--- config.mk ---
export PLATFORM = sky130hd
export DESIGN_NAME = muldiv_unit
export DESIGN_NICKNAME = d
export VERILOG_FILES = /design/src/rtl/muldiv_unit.sv
export SDC_FILE = /design/constraint.sdc
export NUM_CORES = 1
export LEC_CHECK = 0
export ABC_AREA = 1
export CORE_MARGIN = 2
export CORE_UTILIZATION = 37
export DETAILED_ROUTE_END_ITERATION = 10
export HOLD_SLACK_MARGIN = 0.06
export PLACE_DENSITY_LB_ADDON = 0.25
export SETUP_SLACK_MARGIN = 0.5
export SLEW_MARGIN = 20
export SYNTH_ARGS = -nofsm -noshare
export SYNTH_HDL_FRONTEND = slang
export SYNTH_SLANG_ARGS = --single-unit
--- constraint.sdc ---
create_clock -name clk -period 6.3 [get_ports clk]
set_input_delay 1.26 -clock clk [delete_from_list [all_inputs] [get_ports clk]]
set_output_delay 1.26 -clock clk [all_outputs]
set_load 0.01 [all_outputs]
--- src/rtl/muldiv_unit.sv ---
// Iterative RV32M multiply/divide unit.
// Multiplies with shift-add and divides with a restoring divider, one bit per
// cycle. Divide by zero and signed overflow are answered without iterating.
module muldiv_unit #(
  parameter int DATA_WIDTH    = 32,
  parameter int OPCODE_LENGTH = 3
) (
  input  logic                     clk,
  input  logic                     rst_n,
  input  logic                     start,
  input  logic                     flush,
  input  logic [OPCODE_LENGTH-1:0] Operation,
  input  logic [DATA_WIDTH-1:0]    SrcA,
  input  logic [DATA_WIDTH-1:0]    SrcB,
  output logic                     busy,
  output logic                     ResultValid,
  output logic [DATA_WIDTH-1:0]    Result
);

  localparam int W  = DATA_WIDTH;
  localparam int CW = $clog2(DATA_WIDTH + 1);
  localparam logic [CW-1:0] ITERATIONS = CW'(DATA_WIDTH);
  localparam logic [W-1:0]  MIN_INT    = {1'b1, {(W-1){1'b0}}};

  typedef enum logic [1:0] {IDLE, CALC, DONE} state_t;

  state_t                   state_q;
  logic [CW-1:0]            count_q;
  logic [OPCODE_LENGTH-1:0] op_q;
  logic                     neg_q;
  logic [W-1:0]             opnd_q;
  logic [2*W-1:0]           acc_q;
  logic                     busy_q;
  logic                     valid_q;
  logic [W-1:0]             result_q;

  logic           signA, signB, negIn;
  logic [W-1:0]   magA, magB;
  logic           divZero, divOvf, special;
  logic [W-1:0]   specialRes;
  logic [W:0]     mulSum;
  logic [W:0]     remShift;
  logic [W:0]     remDiff;
  logic [2*W-1:0] acc_d;
  logic [2*W-1:0] prodSigned;
  logic [W-1:0]   quot, rem;
  logic [W-1:0]   result_d;

  // Decode the incoming op: operand signs, magnitudes, result sign and the non-iterated cases.
  always_comb begin
    signA = 1'b0;
    signB = 1'b0;
    case (Operation)
      3'b001:         begin signA = SrcA[W-1]; signB = SrcB[W-1]; end
      3'b010:         begin signA = SrcA[W-1]; end
      3'b100, 3'b110: begin signA = SrcA[W-1]; signB = SrcB[W-1]; end
      default:        begin signA = 1'b0; signB = 1'b0; end
    endcase
    magA       = signA ? -SrcA : SrcA;
    magB       = signB ? -SrcB : SrcB;
    negIn      = (Operation == 3'b110) ? signA : (signA ^ signB);
    divZero    = Operation[2] && (SrcB == '0);
    divOvf     = Operation[2] && !Operation[0] && (SrcA == MIN_INT) && (SrcB == '1);
    special    = divZero || divOvf;
    specialRes = divZero ? (Operation[1] ? SrcA : '1) : (Operation[1] ? '0 : MIN_INT);
  end

  // One iteration step: the accumulator holds {high/remainder, multiplier/dividend}.
  always_comb begin
    mulSum   = {1'b0, acc_q[2*W-1:W]} + (acc_q[0] ? {1'b0, opnd_q} : '0);
    remShift = {acc_q[2*W-1:W], acc_q[W-1]};
    remDiff  = remShift - {1'b0, opnd_q};
    if (op_q[2]) begin
      if (!remDiff[W]) acc_d = {remDiff[W-1:0], acc_q[W-2:0], 1'b1};
      else             acc_d = {remShift[W-1:0], acc_q[W-2:0], 1'b0};
    end else begin
      acc_d = {mulSum, acc_q[W-1:1]};
    end
    prodSigned = neg_q ? -acc_d : acc_d;
    quot       = acc_d[W-1:0];
    rem        = acc_d[2*W-1:W];
    case (op_q)
      3'b000:                 result_d = prodSigned[W-1:0];
      3'b001, 3'b010, 3'b011: result_d = prodSigned[2*W-1:W];
      3'b100, 3'b101:         result_d = neg_q ? -quot : quot;
      default:                result_d = neg_q ? -rem : rem;
    endcase
  end

  // Control FSM with registered busy/valid/result; flush aborts, reset overrides everything.
  always_ff @(posedge clk) begin
    if (!rst_n) begin
      state_q  <= IDLE;
      count_q  <= '0;
      op_q     <= '0;
      neg_q    <= 1'b0;
      opnd_q   <= '0;
      acc_q    <= '0;
      busy_q   <= 1'b0;
      valid_q  <= 1'b0;
      result_q <= '0;
    end else begin
      valid_q <= 1'b0;
      if (flush) begin
        state_q <= IDLE;
        busy_q  <= 1'b0;
      end else begin
        case (state_q)
          IDLE: begin
            if (start) begin
              op_q   <= Operation;
              neg_q  <= negIn;
              busy_q <= 1'b1;
              if (special) begin
                state_q  <= DONE;
                valid_q  <= 1'b1;
                result_q <= specialRes;
              end else begin
                state_q <= CALC;
                count_q <= ITERATIONS;
                opnd_q  <= Operation[2] ? magB : magA;
                acc_q   <= {{W{1'b0}}, (Operation[2] ? magA : magB)};
              end
            end
          end
          CALC: begin
            acc_q   <= acc_d;
            count_q <= count_q - 1'b1;
            if (count_q == CW'(1)) begin
              state_q  <= DONE;
              valid_q  <= 1'b1;
              result_q <= result_d;
            end
          end
          DONE: begin
            state_q <= IDLE;
            busy_q  <= 1'b0;
          end
          default: begin
            state_q <= IDLE;
            busy_q  <= 1'b0;
          end
        endcase
      end
    end
  end

  assign busy        = busy_q;
  assign ResultValid = valid_q;
  assign Result      = result_q;

endmodule
==> metrics.txt <==
status complete, no violations; share of the synthesized area in the top cell type 20.47%; # clock sinks 142; vias in the first global route 19,554; synthesized area 0.01762 mm^2; R2R cell count 35; Setup crit end Result[12]$_SDFFE_PN0P_; number of remaining DRC errors 0; P_leak 9.809 nW; Worst setup EP type flop; initial detailed-routing violation count 2,367; launch point of the worst reg-to-reg path acc_q[31]$_SDFFE_PN0P_; CP required 6640 ps; DR vias/cell 5.492; net count after synthesis 3,363; area leader, netlist nand2_1; Pwr per Cell Area 175.2 mW/mm^2; CP bufs+invs 3; DIE AREA 0.04939 mm^2; # hold bufs at CTS 0; Critical Path Max Stage Delay 440 ps; Nets 3,393; Die X-Extent 222.2 um; most frequent CP cell nand2_1; dpl cells 3,837; Crit Path Max Fanout 31; DR WL/cell 20.12 um; DRT Pass-1 Iters 6; routed wire length 77,840 um; Final Cycle Share 83.79%; register area share after synthesis 16.13%; IO Pins 105; die height 222.2 um; first-pass GRT wire length 117,100 um; post-route setup TNS 0 ps; synthesis-to-finish area growth 11.57%; ranking of synthesized cells by area nand2_1 (20%), dfxtp_1 (16%), inv_1 (9.3%), a21oi_1 (8.2%), nand3_1 (7.3%); routability cong. 1.048; Fin Clk Skew 14.44 ps; fin. max-slew vios 0; Setup crit start acc_q[31]$_SDFFE_PN0P_; CTS tree done; row count 79; CP top delay family simple AND/OR/NAND/NOR gates; most frequent cells in the layout nand2_1 (960), inv_1 (435), a21oi_1 (287), nor2_1 (284), nand3_1 (256); WP depth 35; postcts setup bufs 0; Slew headroom 27.74%; Hold WC Path Type flop to flop; Worst setup SP type flop; fraction of layout cells with a size suffix above 1 6.009%; CORE AREA 0.04675 mm^2; hpwl dp 62,510 um; H-tree Lvls 4; Period minus WS final 5279 ps; Mapped Cells 3,219; vias post-DR 21,248; max capacitance violation total 0; final setup fails 0; Synth Register Bits 142; R2R setup slack 1020 ps; GR Overflow Total 0; PostCTS Resize Cnt 0; Cells on Worst Hold Path 2; Mean Syn Cell Area 5.475 um^2; Crit-path slowest cell fa_1; critical path type flop to flop; Finished Core Util 42.05%; Async SR Flop Fraction 0%; ys flop type dfxtp_1; final hold violations 0; antenna violation net count after detailed routing 0; non-filler cells, final 3,869; synth unique cells 55; total CTS buffers 17; starting density of the core 37.69%; CTS clock-pin slew for the worst setup and hold paths 70 ps; Root Buffer clkbuf_16; initial antenna violation count 4; worst reg2reg endpoint Result[12]$_SDFFE_PN0P_; crit path DAT 5620 ps; fmax 189.4 MHz; VDD IR max 0.0002034 V; RSZ-0062 raised after global routing false; Hold WS 463.4 ps; port bufs 104; yosys warns 0; worst skew pair latency 470 ps; Max Root-Sink Buffers 2; GRT Total Usage 31.02%; Least-Margin Pin Slew 1083 ps; pin count of the biggest net entering global routing 73; commonest non-fill, non-tap cell in the layout nand2_1; PnR Total Power 3.444 mW; EDFF count, synth 0; diode count 0
## state kept, by name, indices dropped and copies added, names as in the netlist
signal,cells
acc_q,64
Result,32
opnd_q,32
count_q,6
op_q,3
state_q,2
ResultValid,1
busy,1
neg_q,1
## worst reg2reg max path, delay by kind of cell (launching register included)
family / cells / cell delay [ps]
flops: 1 / 310
fa+ha+maj: 3 / 770
compound gates: 3 / 600
buf+inv: 3 / 260
simple gates: 26 / 3200
## report_power, final
part / switching, mW / internal [mW]
registers: 0.0449 / 0.946
logic: 0.982 / 0.423
clock network: 0.468 / 0.579
total: 1.50 / 1.95
## cell type report
class	count	area [um^2]
Clock buffer	22	474.2
Fill cell	5271	27090
Multi-Input combinational cell	2502	12530
Inverter	454	1707
Sequential cell	142	2848
Timing Repair Buffer	132	1241
Clock inverter	10	102.6
Tap cell	607	759.5
## Yosys cell counts (2+ instances only)
master,count
nand2_1,961
inv_1,435
nor2_1,288
a21oi_1,287
nand3_1,256
o21ai_0,214
dfxtp_1,142
clkbuf_1,80
ha_1,71
xor2_1,68
nor3_1,40
nand2_2,32
o211ai_1,30
nand4_1,29
or2_2,27
nand3b_1,26
xnor2_1,24
nor2_2,21
inv_2,17
a31oi_1,16
buf_1,13
buf_2,13
o21ai_1,13
nand3_2,10
nor4_1,10
nand2_4,9
o21a_1,9
a211oi_1,7
buf_6,7
a21o_1,6
buf_4,6
o21bai_1,6
a21oi_2,5
o31ai_1,5
a221oi_1,4
o221ai_1,4
and3_1,3
o22ai_1,3
and2_1,2
buf_8,2
fa_1,2
mux2i_1,2
o21ai_2,2
## per-stage QoR
step	worst slack [ps]	cell area (um^2)
global route	671.3	19660
finish	1021	19660
detailed placement	1166	19080
CTS	1140	19660
global placement	1379	19080
floorplan	2382	17620
## how the worst min path moves through the flow
| stage | from | end |
|---|---|---|
| 3_5_place_dp | count_q[1]$_SDFFE_PN0P_ | count_q[1]$_SDFFE_PN0P_ |
| 5_1_grt | count_q[1]$_SDFFE_PN0P_ | count_q[1]$_SDFFE_PN0P_ |
| 4_1_cts | count_q[1]$_SDFFE_PN0P_ | count_q[1]$_SDFFE_PN0P_ |
| 6_report | count_q[1]$_SDFFE_PN0P_ | count_q[1]$_SDFFE_PN0P_ |
| 3_3_place_gp | count_q[1]$_SDFFE_PN0P_ | count_q[1]$_SDFFE_PN0P_ |
| 2_1_floorplan | acc_q[4]$_SDFFE_PN0P_ | acc_q[4]$_SDFFE_PN0P_ |
## cell families after synthesis
logic type	Yosys count	synth area share, %
AO/OA/AOI/OAI	616	19.03
flip-flops	142	16.13
adder cells (fa/ha/maj)	73	5.268
multiplexers	2	0.1136
XOR/XNOR	92	4.572
buffers and inverters	575	12.90
AND/OR/NAND/NOR	1719	41.99
## routing by layer
| metal | track usage (%) | vias to the layer above | wire length [um] |
|---|---|---|---|
| met3 | 5.184 | 200 | 6145 |
| met2 | 49.47 | 1028 | 34380 |
| met1 | 40.15 | 9581 | 32950 |
| li1 | - | 10439 | - |
| met4 | 16.17 | 0 | 4370 |
| met5 | 0 | - | 0 |
Power figures use the tool's default switching activity.
